==> config.mk <==
export PLATFORM = sky130hd
export DESIGN_NAME = fg_burst_dds_gen
export DESIGN_NICKNAME = d
export VERILOG_FILES = /design/src/rtl/fg_burst_dds_gen.sv
export SDC_FILE = /design/constraint.sdc
export NUM_CORES = 1
export LEC_CHECK = 0
export ABC_AREA = 1
export CORE_MARGIN = 1.5
export CORE_UTILIZATION = 65
export CTS_CLUSTER_SIZE = 20
export DETAILED_ROUTE_END_ITERATION = 16
export HOLD_SLACK_MARGIN = 0.05
export PLACE_DENSITY = 0.91
export SYNTH_ARGS = -nofsm -noshare
export SYNTH_HDL_FRONTEND = slang
export SYNTH_SLANG_ARGS = --single-unit
==> constraint.sdc <==
create_clock -name clk_i -period 11.9 [get_ports clk_i]
set_clock_uncertainty 0.1 [all_clocks]
set_input_delay 1.19 -clock clk_i [delete_from_list [all_inputs] [get_ports clk_i]]
set_output_delay 1.19 -clock clk_i [all_outputs]
set_load 0.005 [all_outputs]
==> src/rtl/fg_burst_dds_gen.sv <==
`default_nettype none
// +--------------------------------------------------------------------------+
// | fg_burst_dds_gen: burst-capable DDS waveform generator, two-stage output  |
// | Revision: 1.0                                                            |
// +--------------------------------------------------------------------------+
module fg_burst_dds_gen #(
    parameter int BITWIDTH           = 8,
    parameter int BITWIDTH_PRESCALAR = 9,
    parameter int BITWIDTH_PHASE     = 16,
    parameter int BITWIDTH_BURST     = 8
) (
    input  logic                          clk_i,
    input  logic                          rstn_i,
    input  logic                          enable_i,
    input  logic                          trigger_i,
    input  logic                          cfg_valid_i,
    output logic                          cfg_ready_o,
    input  logic [1:0]                    mode_i,
    input  logic                          radix_i,
    input  logic [BITWIDTH_PRESCALAR-1:0] prescaler_i,
    input  logic [BITWIDTH_PHASE-1:0]     phase_inc_i,
    input  logic [BITWIDTH-1:0]           duty_i,
    input  logic [BITWIDTH-1:0]           amplitude_i,
    input  logic [BITWIDTH-1:0]           offset_i,
    input  logic [BITWIDTH_BURST-1:0]     burst_i,
    output logic [BITWIDTH-1:0]           out_o,
    output logic                          outValid_STRB_o,
    output logic                          busy_o,
    output logic                          period_strb_o
);

    localparam logic [BITWIDTH-1:0] HALF    = {1'b1, {(BITWIDTH-1){1'b0}}};
    localparam logic [BITWIDTH-1:0] HALF_M1 = {1'b0, {(BITWIDTH-1){1'b1}}};

    typedef struct packed {
        logic [1:0]                    mode;
        logic                          radix;
        logic [BITWIDTH_PRESCALAR-1:0] prescaler;
        logic [BITWIDTH_PHASE-1:0]     phase_inc;
        logic [BITWIDTH-1:0]           duty;
        logic [BITWIDTH-1:0]           amplitude;
        logic [BITWIDTH-1:0]           offset;
        logic [BITWIDTH_BURST-1:0]     burst;
    } cfg_t;

    typedef enum logic [0:0] {IDLE = 1'b0, RUN = 1'b1} state_t;

    state_t                          state;
    cfg_t                            in_cfg, shadow_cfg, active_cfg;
    logic                            pending;
    logic [BITWIDTH_PRESCALAR-1:0]   presc_cnt;
    logic [BITWIDTH_PHASE-1:0]       phase, phase_sum;
    logic [BITWIDTH_BURST-1:0]       wrap_cnt, wrap_next;
    logic                            tick, carry, last_wrap, xfer;

    assign in_cfg      = {mode_i, radix_i, prescaler_i, phase_inc_i, duty_i,
                          amplitude_i, offset_i, burst_i};
    assign cfg_ready_o = !pending;
    assign busy_o      = (state == RUN);
    assign xfer        = cfg_valid_i && !pending;
    assign tick        = (state == RUN) && enable_i && (presc_cnt == active_cfg.prescaler);
    assign {carry, phase_sum} = {1'b0, phase} + {1'b0, active_cfg.phase_inc};
    assign wrap_next   = wrap_cnt + BITWIDTH_BURST'(1);
    assign last_wrap   = (active_cfg.burst != '0) && (wrap_next == active_cfg.burst);

    always_ff @(posedge clk_i or negedge rstn_i) begin
        if (!rstn_i) begin
            state         <= IDLE;
            presc_cnt     <= '0;
            phase         <= '0;
            wrap_cnt      <= '0;
            period_strb_o <= 1'b0;
        end else begin
            period_strb_o <= tick && carry;
            case (state)
                IDLE: begin
                    presc_cnt <= '0;
                    phase     <= '0;
                    wrap_cnt  <= '0;
                    if (enable_i && ((active_cfg.burst == '0) || trigger_i)) state <= RUN;
                end
                RUN: begin
                    if (!enable_i) begin
                        state     <= IDLE;
                        presc_cnt <= '0;
                        phase     <= '0;
                        wrap_cnt  <= '0;
                    end else if (tick) begin
                        presc_cnt <= '0;
                        phase     <= phase_sum;
                        if (carry) begin
                            wrap_cnt <= wrap_next;
                            // final wrap keeps its phase so the last sample still reaches the pipeline
                            if (last_wrap) state <= IDLE;
                        end
                    end else begin
                        presc_cnt <= presc_cnt + BITWIDTH_PRESCALAR'(1);
                    end
                end
                default: state <= IDLE;
            endcase
        end
    end

    always_ff @(posedge clk_i or negedge rstn_i) begin
        if (!rstn_i) begin
            shadow_cfg <= '0;
            active_cfg <= '0;
            pending    <= 1'b0;
        end else if (xfer) begin
            shadow_cfg <= in_cfg;
            pending    <= 1'b1;
        end else if (pending && ((state == IDLE) || (tick && carry))) begin
            active_cfg <= shadow_cfg;
            pending    <= 1'b0;
        end
    end

    logic                  s0_valid, s0_radix, s1_valid, s1_radix;
    logic [1:0]            s0_mode;
    logic [BITWIDTH-1:0]   s0_duty, s0_amp, s0_off, s1_amp, s1_off, s1_wave;
    logic [BITWIDTH-1:0]   u, wave_c, scaled, sat_c;
    logic [BITWIDTH-2:0]   fold;
    logic signed [2*BITWIDTH:0] mul_a, mul_b, prod;
    logic [BITWIDTH:0]     sum_c;

    assign u    = phase[BITWIDTH_PHASE-1 -: BITWIDTH];
    assign fold = u[BITWIDTH-1] ? ~u[BITWIDTH-2:0] : u[BITWIDTH-2:0];

    always_comb begin
        wave_c = HALF_M1;
        case (s0_mode)
            2'b00:   wave_c = u - HALF;
            2'b01:   wave_c = (u < s0_duty) ? HALF_M1 : HALF;
            2'b10:   wave_c = {fold, 1'b0} - HALF;
            default: wave_c = HALF_M1;
        endcase
    end

    // floor(w*amp / 2^BITWIDTH) always fits in BITWIDTH signed bits
    assign mul_a  = {{(BITWIDTH+1){s1_wave[BITWIDTH-1]}}, s1_wave};
    assign mul_b  = {{(BITWIDTH+1){1'b0}}, s1_amp};
    assign prod   = mul_a * mul_b;
    assign scaled = prod[2*BITWIDTH-1:BITWIDTH];
    assign sum_c  = {scaled[BITWIDTH-1], scaled} + {s1_off[BITWIDTH-1], s1_off};

    always_comb begin
        sat_c = sum_c[BITWIDTH-1:0];
        if (sum_c[BITWIDTH] != sum_c[BITWIDTH-1]) sat_c = sum_c[BITWIDTH] ? HALF : HALF_M1;
    end

    logic unused_bits;
    assign unused_bits = ^{prod[2*BITWIDTH], prod[BITWIDTH-1:0], phase[BITWIDTH_PHASE-BITWIDTH-1:0]};

    always_ff @(posedge clk_i or negedge rstn_i) begin
        if (!rstn_i) begin
            s0_valid        <= 1'b0;
            s0_mode         <= '0;
            s0_radix        <= 1'b0;
            s0_duty         <= '0;
            s0_amp          <= '0;
            s0_off          <= '0;
            s1_valid        <= 1'b0;
            s1_radix        <= 1'b0;
            s1_amp          <= '0;
            s1_off          <= '0;
            s1_wave         <= '0;
            out_o           <= '0;
            outValid_STRB_o <= 1'b0;
        end else begin
            s0_valid <= tick;
            if (tick) begin
                s0_mode  <= active_cfg.mode;
                s0_radix <= active_cfg.radix;
                s0_duty  <= active_cfg.duty;
                s0_amp   <= active_cfg.amplitude;
                s0_off   <= active_cfg.offset;
            end
            s1_valid <= s0_valid;
            if (s0_valid) begin
                s1_wave  <= wave_c;
                s1_radix <= s0_radix;
                s1_amp   <= s0_amp;
                s1_off   <= s0_off;
            end
            outValid_STRB_o <= s1_valid;
            if (s1_valid) out_o <= s1_radix ? (sat_c ^ HALF) : sat_c;
        end
    end

endmodule
`default_nettype wire

; ---- Word level (Yosys, flattened, before mapping)
; Index checks and enable logic that the tools add are counted.
[word_totals]
ff_bits = 219
out_inout_bits = 12
[op_classes]
addsub = 6
n_mul = 1
magnitude_cmp = 1
n_eq_ne = 7
mux = 24
bitwise_logic = 4
reduce_logical = 16
[op_table]
columns = op, count
row1 = 8-bit 2-to-1 mux, 7
row2 = 16-bit 2-to-1 mux, 2
row3 = 16-bit one-hot mux with 2 select lines, 1
row4 = 8-bit one-hot mux with 3 select lines, 1
row5 = 9-bit 2-to-1 mux, 2
row6 = 9-bit one-hot mux with 2 select lines, 1
row7 = 16-bit by 16-bit adder with 17-bit output, 1
row8 = 8-bit by 9-bit multiplier with 16-bit output, 1
row9 = 8-bit one-hot mux with 2 select lines, 1
row10 = 8-bit subtractor (second input constant), 2
row11 = 8-bit by 8-bit adder with 9-bit output, 1
row12 = 9-bit by 1-bit adder with 9-bit output (second input constant), 1
row13 = 9-bit equality test, 1
row14 = 8-bit by 1-bit adder with 8-bit output (second input constant), 1
row15 = 8-bit equality test, 1
row16 = 8-bit logical NOT, 1
row17 = 8-bit less-than comparator, 1
row18 = 8-bit nonzero test, 1
row19 = 1-bit logical AND, 7
row20 = 1-bit 2-to-1 mux, 7
row21 = 7-bit 2-to-1 mux, 1
row22 = 7-bit inverter, 1
row23 = 3-bit by 2-bit inequality test with 1-bit output (second input constant), 2
row24 = 2-bit AND reduction, 2
row25 = 9 further kinds, 12

; ---- Depth between registers and ports, before layout
; Gate-level depths: netlist (run 1).
[depth]
word_depth = 8
mapped_depth = 31
ltp_nobuf = 30

; ---- Worst setup path before layout (run 1)
; No wires, ideal clock.
[synth_path]
kind = register to register
from = register s1_wave[7]
to = register out_o[0]
setup_time_ns = 0.133
arrival_time_ns = 5.194
setup_slack_ns = 6.472
path_stages_with_launch = 24
synth_period_minus_slack_ns = 5.428
cell_sequence = dfrtp_1 > clkinv_1 > nor2_1 > fa_1 > fa_1 > fa_1 > inv_1 > fa_1 > inv_1 > ha_1 > nand2_1 > o21ai_0 > nor2_1 > or2_2 > nand3_1 > nand2_1 > ha_1 > a21oi_1 > a21boi_0 > nand2_1 > nand2_1 > nand2_1 > a21oi_1 > o21ai_0
[synth_between]
elab_chain_cells = 5
[synth_rtl]
columns = element, line
row1 = start: declaration, 121  ; logic [BITWIDTH-1:0] s0_duty, s0_amp, s0_off, s1_amp, s1_off, s1_wave;
row2 = start signal: assignment, 181  ; s1_wave <= wave_c;
row3 = 8-bit by 9-bit multiplier with 16-bit output *, 143  ; assign prod = mul_a * mul_b;
row4 = 8-bit by 8-bit adder with 9-bit output *, 145  ; assign sum_c = {scaled[BITWIDTH-1], scaled} + {s1_off[BITWIDTH-1], s1_off};
row5 = 8-bit 2-to-1 mux or 1-bit inequality test (tied branches), 149  ; if (sum_c[BITWIDTH] != sum_c[BITWIDTH-1]) sat_c = sum_c[BITWIDTH] ? HALF : HALF_M1;
row6 = 8-bit 2-to-1 mux *, 149
row7 = 8-bit 2-to-1 mux *, 187  ; if (s1_valid) out_o <= s1_radix ? (sat_c ^ HALF) : sat_c;
row8 = end signal: assignment, 187
row9 = end: declaration, 26  ; output logic [BITWIDTH-1:0] out_o,
; Mark *: on every way between the ends. The rest lies on a longest branch, timed or not.
; A chain may end at the register's enable or synchronous reset.

; ---- Final worst setup path (run 1)
[layout_path]
from = register s1_wave[7]
to = register out_o[3]
; The elaborated chain is that of the path after synthesis.

==> flow_summary.yaml, run 1 <==
placement:
  dp_cells: 1726
  postPlaceCellArea_um2: 13300
  port_buffers: 76
  dp_hpwl_um: 19500
  preCtsSetupSlack_ps: 5970
  place.gp.congestion: 0.913
critical_path:
  path_depth: 23
  cp.arrival_ps: 6230
  cpPeakStageDelay_ps: 540
  path_max_fanout: 8
  crit_slowest_cell: "fa_1"
  crit_path_end_kind: "flip-flop"
  r2r_slack_ps: 5940
  path_common_cell: "nand2_1"
  start_kind: "flip-flop"
  worst_r2r_path_depth: 23
  crit_chain: "clkinv_1 > nor2_1 > fa_1 > fa_1 > fa_1 > inv_1 > fa_1 > inv_1 > ha_1 > nand2_1 > o21ai_0 > nor2_1 > or2_2 > nand3_1 > nand2_1 > ha_1 > a21oi_1 > a21boi_0 > nand2_1 > nand2_1 > nand2_1 > a21oi_1 > a21oi_1"
  path_buf_inv: 3
  timing.rr.start: "s1_wave[7]"
  rr_endpoint: "out_o[3]"
  critPathKind: "flip-flop to flip-flop"
  startpoint: "s1_wave[7]"
  crit_required_ps: 12170
  critPathTopFamily: "adder cells"
layout:
  mostFrequentLayoutCells: "nand2_1 (476), dfrtp_1 (218), inv_1 (175)"
  final_util: 0.752
  stdcell_count: 1768
  diodes: 0
  final_net_count: 1691
  layout-drive-gt1-share: 0.0802
  synthToLayoutAreaGrowth_pct: 12.9
  fin_area_um2: 14100
  layout_commonest_cell: "nand2_1"
cts:
  root_buffer: "clkbuf_16"
  path_clk_slew_ps: 70
  cts_max_level: 1
  cts_post_setup_buffers_inserted: 0
  cts_tree: "built"
  postCtsResizedCells: 0
  cts_hold_buf: 0
  clk_path_buf_depth: 3
  clock_latency_ps: 520
  cts_buffers: 23
  cts.sinks: 219
power:
  combPwrFrac: 0.319
  p_leak_nw: 7.58
  power_mw: 2.81
  p_int_mw: 1.79
  seqPwrFrac: 0.414
  p_clk_frac: 0.267
  switchingPower_mw: 1.01
  ir_drop_mv: 0.182
  powerDensity_nw_per_um2: 199
  switching_share: 0.361
logic_synthesis:
  synth_compound_area_frac: 0.0583
  synthAdderAreaFrac: 0.131
  avgSynthCellArea_um2: 8.53
  synth_top_family_by_area: "simple AND/OR/NAND/NOR gates"
  synth_mux_area_frac: 0.0541
  synth_xor_xnor_area_share: 0.0161
  synth.distinct_cells: 39
  yosys_register_bits: 219
  ys_seq_area_frac: 0.439
  synth.net_count: 1638
  syn-instance-count: 1464
  yosysWarnings: 0
  syn_area_um2: 12500
  yosys.area_share.simple: 0.225
timing:
  rsz0062_at_grt: "no"
  drv_slew: 0
  post-route-period-util: 0.501
  fmax_mhz: 168
  worst_pin_slew_ps: 1090
  fin_crit_ps: 5960
  setup_ws_ps: 5940
  setup_viol: 0
  setup-tns-final_ps: 0
  hold_slack_ps: 381
  hold_viol_final: 0
  max-slew-margin-rel: 0.270
min_path:
  min-delay-start: "s0_off[1]"
  holdCritPathClass: "flip-flop to flip-flop"
  holdPathStages: 2
  holdPathEnd: "s1_off[1]"
routing:
  drt_iter0_drc: 660
  via_per_inst: 5.79
  num_vias: 10200
  routed_wl_um: 29100
  antenna_left: 0
  drc: 0
  drtPass1Iterations: 6
  wl_per_cell_um: 16.5
floorplanning:
  ios: 77
  coreArea_um2: 18800
  dieHeight_um: 142
  num_rows: 50
  die_area_um2: 20100
  start_util: 0.666
  fp.dieW_um: 142
global_route:
  antenna_found_initial: 0
  track_usage: 0.302
  first_global_vias: 10400
  grt_max_degree: 89
  grt-ovfl-total: 0
  grt_pass1_wl_um: 49100
outcome:
  status: "finished, final reports clean"
job:
  max-cap-violations: 0
[cell usage after synthesis]
cell type | count | share of area
nand2_1 | 477 | 0.14
xor2_1 | 7 | 0.0049
or2_2 | 8 | 0.0040
o21a_1 | 1 | 0.00060
a21o_1 | 4 | 0.0024
nor2_4 | 1 | 0.00090
and2_1 | 1 | 0.00050
nor4_1 | 1 | 0.00050
nor2_2 | 1 | 0.00050
inv_4 | 1 | 0.00050
o21ai_0 | 62 | 0.025
o21bai_1 | 3 | 0.0018
nand3_4 | 1 | 0.0014
clkinv_1 | 1 | 0.00030
nand3b_1 | 1 | 0.00060
clkbuf_1 | 29 | 0.0087
or2_0 | 1 | 0.00050
nand4_1 | 8 | 0.0040
xnor2_1 | 16 | 0.011
buf_4 | 5 | 0.0030
nor2_1 | 57 | 0.017
inv_1 | 175 | 0.053
a22o_1 | 2 | 0.0014
buf_6 | 6 | 0.0054
nand2_4 | 3 | 0.0027
a211oi_1 | 1 | 0.00060
a31oi_1 | 1 | 0.00050
dfrtp_1 | 219 | 0.44
mux2_2 | 60 | 0.054
o22ai_1 | 3 | 0.0015
inv_2 | 3 | 0.00090
fa_1 | 37 | 0.059
buf_1 | 3 | 0.00090
a21boi_0 | 1 | 0.00060
nor3_1 | 9 | 0.0036
a21oi_1 | 60 | 0.024
buf_2 | 9 | 0.0036
nand3_1 | 114 | 0.046
ha_1 | 72 | 0.072
[worst max-delay path by stage]
stage / endpoint / slack, ps
4_1_cts: out_o[3] / 5950
5_1_grt: out_o[0] / 5450
2_1_floorplan: out_o[0] / 6470
3_5_place_dp: out_o[0] / 5970
3_3_place_gp: out_o[0] / 6190
6_report: out_o[3] / 5940
[cell families after synthesis]
family | after synthesis
multiplexers | 60
XOR/XNOR | 23
AND/OR/NAND/NOR | 683
buffers and inverters | 232
AO/OA/AOI/OAI | 138
adder cells (fa/ha/maj) | 109
flip-flops | 219
[worst reg2reg max path, delay by kind of cell, from the launching register on]
kind	cells	cell delay, ps
buf+inv	3	350
flops	1	420
simple gates	9	1090
fa+ha+maj	6	2710
compound gates	5	1140
[power groups by stage]
stage                     Combinational, mW  Clock [mW]  Sequential [mW]
after floorplan                       0.685           0             1.08
after global placement                0.821           0             1.15
after detailed placement              0.866           0             1.16
after CTS                             0.894       0.754             1.16
after global routing                   1.02       0.777             1.19
final                                 0.896       0.750             1.16
[sequential cells by signal (all words and copies together) (netlist names), 9 cells and up]
register,flops
phase,16
active_cfg,60
shadow_cfg,60
presc_cnt,9
[final cells by class]
type / instances / area (µm²)
Clock buffer: 32 / 659
Multi-Input combinational cell: 1013 / 6060
Inverter: 180 / 678
Tap cell: 234 / 293
Fill cell: 1201 / 4660
Clock inverter: 10 / 136
Sequential cell: 219 / 5480
Timing Repair Buffer: 80 / 795
[layer usage]
| layer | track usage | wire length [µm] | vias up |
|---|---|---|---|
| met2 | 0.523 | 14700 | 407 |
| met1 | 0.384 | 11600 | 4990 |
| li1 | - | - | 4752 |
| met3 | 0.0439 | 1800 | 89 |
| met4 | 0.125 | 1040 | 0 |
| met5 | 0 | 0 | - |
(Power assumes the default switching activity.)
==> inputs of run 2 (changes only) <==
--- a/config.mk
+++ b/config.mk
@@ -7,11 +7,11 @@
 export LEC_CHECK = 0
 export ABC_AREA = 1
 export CORE_MARGIN = 1.5
-export CORE_UTILIZATION = 65
+export CORE_UTILIZATION = 60
 export CTS_CLUSTER_SIZE = 20
 export DETAILED_ROUTE_END_ITERATION = 16
 export HOLD_SLACK_MARGIN = 0.05
-export PLACE_DENSITY = 0.91
+export PLACE_DENSITY = 0.85
 export SYNTH_ARGS = -nofsm -noshare
 export SYNTH_HDL_FRONTEND = slang
 export SYNTH_SLANG_ARGS = --single-unit
==> constraint.sdc (replaced) <==
create_clock -name clk_i -period 5.9 [get_ports clk_i]
set_clock_uncertainty 0.1 [all_clocks]
set_input_delay 0.59 -clock clk_i [delete_from_list [all_inputs] [get_ports clk_i]]
set_output_delay 0.59 -clock clk_i [all_outputs]
set_load 0.005 [all_outputs]
==> run 2 against run 1 <==
- power increased by 97%
- core utilization down 5.5 points
- register-to-register slack lost 5600 ps
- sequential cell count unchanged
- sequential share of layout area about the same
- first-iteration DRC count grew 0.91%
- worst hold slack worse by 340 ps
- via count is 3.2% lower
- sequential power is 100% higher
- fmax is 7.4% higher
==> flow_summary.yaml, run 2 (same netlist as run 1, synthesis figures left out) <==
placement:
  place.gp.congestion: 0.926
  port_buffers: 76
  dp_hpwl_um: 18700
  postPlaceCellArea_um2: 13400
  dp_cells: 1765
cts:
  cts_max_level: 1
  clock_latency_ps: 500
  clk_path_buf_depth: 3
  cts.sinks: 219
  cts_buffers: 23
  cts_post_setup_buffers_inserted: 0
  path_clk_slew_ps: 60
  cts_tree: "built"
  root_buffer: "clkbuf_16"
floorplanning:
  dieHeight_um: 147
  fp.dieW_um: 147
  num_rows: 52
  die_area_um2: 21700
  ios: 77
  start_util: 0.615
  coreArea_um2: 20300
layout:
  fin_area_um2: 14100
  layout_commonest_cell: "nand2_1"
  synthToLayoutAreaGrowth_pct: 13.2
  mostFrequentLayoutCells: "nand2_1 (475), dfrtp_1 (214), inv_1 (174)"
  biggestRegsByFlops: "active_cfg x60, shadow_cfg x60, phase x16"
  diodes: 0
  stdcell_count: 1803
  final_net_count: 1694
  layout-drive-gt1-share: 0.0868
critical_path:
  path_buf_inv: 4
  crit_slowest_cell: "fa_1"
  critPathTopFamily: "adder cells"
  crit_required_ps: 6170
  path_max_fanout: 5
  path_common_cell: "nand2_1"
  crit_path_end_kind: "flip-flop"
  cpPeakStageDelay_ps: 540
  start_kind: "flip-flop"
  critPathKind: "flip-flop to flip-flop"
  cp.arrival_ps: 5810
global_route:
  track_usage: 0.263
  grt_max_degree: 132
  grt_pass1_wl_um: 47200
  first_global_vias: 9911
  antenna_found_initial: 0
  grt-ovfl-total: 0
routing:
  drt_iter0_drc: 666
  routed_wl_um: 27400
  via_per_inst: 5.50
  wl_per_cell_um: 15.2
  drc: 0
  antenna_left: 0
  drtPass1Iterations: 8
  num_vias: 9908
timing:
  fmax_mhz: 180
  fin_crit_ps: 5550
  worst_pin_slew_ps: 780
  post-route-period-util: 0.940
  drv_slew: 0
  setup-tns-final_ps: 0
  hold_viol_final: 0
  setup_viol: 0
  rsz0062_at_grt: "no"
  max-slew-margin-rel: 0.480
min_path:
  holdCritPathClass: "input port to async pin"
job:
  max-cap-violations: 0
outcome:
  status: "finished, final reports clean"
power:
  powerDensity_nw_per_um2: 392
  p_leak_nw: 7.56
  ir_drop_mv: 0.354
  power_mw: 5.54
## run 2: cell count changes in the layout (fill, tap and decap cells not counted), sizes merged
cell | before | now
clkbuf | 33 | 31
bufinv | 3 | 2
clkinv | 7 | 5
buf | 4 | 7
inv | 180 | 181
## run 2: worst paths after layout
path,startpoint,endpoint,slack [ps],cells past startpoint
max,s1_amp[0],out_o[0],350,26
min,rstn_i,presc_cnt[5],50,1
max reg2reg,s1_amp[0],out_o[0],350,26
min reg2reg,s0_off[2],s1_off[2],370,2
max in group asynchronous,rstn_i,out_o[3],4500,2
min in group clk_i,s0_off[2],s1_off[2],370,2
## run 2: timing repair
action / in CTS / in global routing
resized for setup: 1 / 14
hold buffers: 0 / 0
pin swaps: 0 / 0
hold endpoints to repair: 0 / 0
endpoints found under the setup margin: 1 / 8
cloned: 0 / 0
## run 2: per-stage QoR
stage | setup slack (ps) | util | hold WS [ps]
6_report | 353 | 0.696 | 45.8
5_1_grt | 8.52 | 0.696 | 89.7
4_1_cts | 102 | 0.695 | 65.2
3_5_place_dp | -12.7 | 0.660 | 357
3_3_place_gp | 271 | 0.660 | 352
2_1_floorplan | 472 | - | 194
## run 2: final cells by class
type	count	area, µm²
clock inverter	8	97.6
timing repair buffer	83	830
inverter	180	678
tap	270	338
fill	1505	6160
clock buffer	30	622
multi-input combinational	1013	6080
sequential	219	5490
## run 2: worst reg2reg max path, stage by stage (launching register included)
cell     delay [ps]
dfrtp_1         430
inv_2           100
nand2_1          80
fa_1            510
fa_1            540
inv_1            50
fa_1            500
fa_1            490
ha_1            370
a21oi_2         200
nand2_1         110
xnor2_1         160
inv_1            80
ha_1            210
fa_1            410
nand3_1         110
nand3_1         120
nand2_1          80
nand2_1          80
nand2_1         100
nand2_1          50
nand2_1         120
nand2_2         100
nand2_1         100
inv_1            70
nand2_1          60
o21ai_0          80
## run 2: power by group
group,internal (mW),switching (mW)
registers,1.96,0.355
clock network,0.828,0.581
logic,0.757,1.05
## run 2: per-layer routing
layer | wire, µm | track usage | vias up | part of all wire
li1 | - | - | 4758 | -
met1 | 11700 | 0.356 | 4801 | 0.43
met2 | 13700 | 0.455 | 296 | 0.50
met3 | 1450 | 0.0307 | 53 | 0.053
met4 | 518 | 0.0635 | 0 | 0.019
met5 | 0 | 0 | - | 0
==> inputs of run 3 (changes only) <==
--- a/config.mk
+++ b/config.mk
@@ -7,11 +7,11 @@
 export LEC_CHECK = 0
 export ABC_AREA = 1
 export CORE_MARGIN = 1.5
-export CORE_UTILIZATION = 60
+export CORE_UTILIZATION = 45
 export CTS_CLUSTER_SIZE = 20
 export DETAILED_ROUTE_END_ITERATION = 16
 export HOLD_SLACK_MARGIN = 0.05
-export PLACE_DENSITY = 0.85
+export PLACE_DENSITY = 0.68
 export SYNTH_ARGS = -nofsm -noshare
 export SYNTH_HDL_FRONTEND = slang
 export SYNTH_SLANG_ARGS = --single-unit
==> run 3 against run 2 <==
- the flow now finishes with violations (negative hold slack)
- cell count up 5.9%
- sequential power is essentially flat
- fmax grew 0.20%
- non-clock buffer count grew 1
- critical path depth unchanged
- wire length shrank 6.9%
- via count down 5.0%
- global-route usage shrank 7.6 points
- sequential share of layout area is 0.50 points lower
- worst hold slack worse by 49 ps
- first-iteration DRC count decreased by 21%
- largest power group unchanged
==> flow_summary.yaml, run 3 (same netlist as run 1, synthesis figures left out) <==
layout:
  synthToLayoutAreaGrowth_pct: 14.7
  diodes: 0
  layout_commonest_cell: "nand2_1"
  fin_area_um2: 14300
  mostFrequentLayoutCells: "nand2_1 (475), dfrtp_1 (212), inv_1 (174)"
  biggestRegsByFlops: "active_cfg x60, shadow_cfg x60, phase x16"
  layout-drive-gt1-share: 0.0924
  final_net_count: 1695
power:
  p_int_mw: 3.60
  switching_share: 0.350
  ir_drop_mv: 0.304
  p_leak_nw: 7.57
  power_mw: 5.53
  switchingPower_mw: 1.94
  combPwrFrac: 0.325
  seqPwrFrac: 0.415
  powerDensity_nw_per_um2: 386
  p_clk_frac: 0.260
cts:
  cts.sinks: 219
  cts_buffers: 23
  clk_path_buf_depth: 3
  cts_hold_buf: 0
  cts_max_level: 1
  cts_post_setup_buffers_inserted: 0
  clock_latency_ps: 510
  path_clk_slew_ps: 60
  root_buffer: "clkbuf_16"
  cts_tree: "built"
routing:
  via_per_inst: 4.93
  routed_wl_um: 25500
  num_vias: 9413
  antenna_left: 0
  drc: 0
  wl_per_cell_um: 13.4
  drt_iter0_drc: 524
  drtPass1Iterations: 5
critical_path:
  crit_required_ps: 6160
  critPathKind: "flip-flop to flip-flop"
  cp.arrival_ps: 5800
  path_max_fanout: 5
  start_kind: "flip-flop"
  crit_path_end_kind: "flip-flop"
timing:
  hold_slack_ps: -3.59
  hold_viol_final: 1
  fin_crit_ps: 5540
  post-route-period-util: 0.938
  setup_ws_ps: 364
  fmax_mhz: 181
  drv_slew: 0
  worst_pin_slew_ps: 854
  setup_viol: 0
  setup-tns-final_ps: 0
  rsz0062_at_grt: "no"
  max-slew-margin-rel: 0.430
placement:
  port_buffers: 76
  preCtsSetupSlack_ps: 79.0
  place.gp.congestion: 0.901
  postPlaceCellArea_um2: 13500
  dp_hpwl_um: 18300
global_route:
  grt_pass1_wl_um: 44500
  grt-ovfl-total: 0
  grt_max_degree: 112
  first_global_vias: 9234
  track_usage: 0.187
  antenna_found_initial: 0
floorplanning:
  coreArea_um2: 27100
  fp.dieW_um: 170
  num_rows: 60
  ios: 77
  die_area_um2: 28800
  dieHeight_um: 170
  start_util: 0.461
job:
  max-cap-violations: 0
outcome:
  status: "finished, violations left"
  violations: "negative hold slack"
min_path:
  holdCritPathClass: "input port to async pin"
run 3: final cells by class:
class / instances / area [µm²]
clock buffer: 32 / 649
clock inverter: 9 / 104
fill: 2518 / 12800
inverter: 180 / 678
multi-input combinational: 1013 / 6120
sequential: 219 / 5490
tap: 372 / 465
timing repair buffer: 84 / 826
run 3: worst max-delay path, stage by stage, from the launching register on:
cell and delay [ps]:
dfrtp_1 440, inv_2 120, nor2_1 70, fa_1 510
fa_1 520, fa_1 550, inv_1 50, fa_1 530
inv_1 40, ha_2 320, a21oi_1 180, o21ai_0 100
a21oi_1 180, xnor2_1 150, fa_1 460, nand3_1 100
nand3_1 130, nand2_1 100, nand2_1 80, nand2_1 110
nand2_1 60, nand2_1 120, nand2_2 100, nand2_1 80
inv_1 50, nand2_1 50, o21ai_0 90
run 3: power groups by stage:
| stage | Combinational, mW | Sequential (mW) | Clock (mW) |
|---|---|---|---|
| after floorplan | 1.38 | 2.18 | 0 |
| after global placement | 1.72 | 2.31 | 0 |
| after detailed placement | 1.76 | 2.32 | 0 |
| after CTS | 1.78 | 2.29 | 1.47 |
| after global routing | 2.08 | 2.36 | 1.54 |
| final | 1.80 | 2.29 | 1.44 |
run 3: per-layer routing:
layer  track usage  vias up  wire, µm
li1              -     4760         -
met1         0.268     4464     12500
met2         0.300      153     11500
met3        0.0285       36      1100
met4        0.0412        0       379
met5             0        -         0
run 3: timing repair:
item,4_1_cts,5_1_grt
gates resized for setup,0,20
hold endpoints to repair,0,0
endpoints found under the setup margin,0,8
run 3: per-stage QoR:
step / cells / hold slack, ps / util
4_1_cts: 1909 / 70.6 / 0.527
2_1_floorplan: 1464 / 194 / -
6_report: 1909 / -3.59 / 0.529
3_5_place_dp: 1868 / 353 / 0.499
5_1_grt: 1909 / 96.8 / 0.529
3_3_place_gp: 1868 / 353 / 0.499
run 3: worst paths after layout:
check                                from             end  slack, ps  cells past startpoint
hold reg to reg            active_cfg[16]       s0_amp[0]        360                      2
min in group clk_i         active_cfg[16]       s0_amp[0]        360                      2
setup reg to reg               s1_wave[7]        out_o[0]        360                     26
hold / removal                     rstn_i  shadow_cfg[48]         -4                      1
setup / recovery               s1_wave[7]        out_o[0]        360                     26
max in group asynchronous          rstn_i       s1_amp[2]       4340                      2
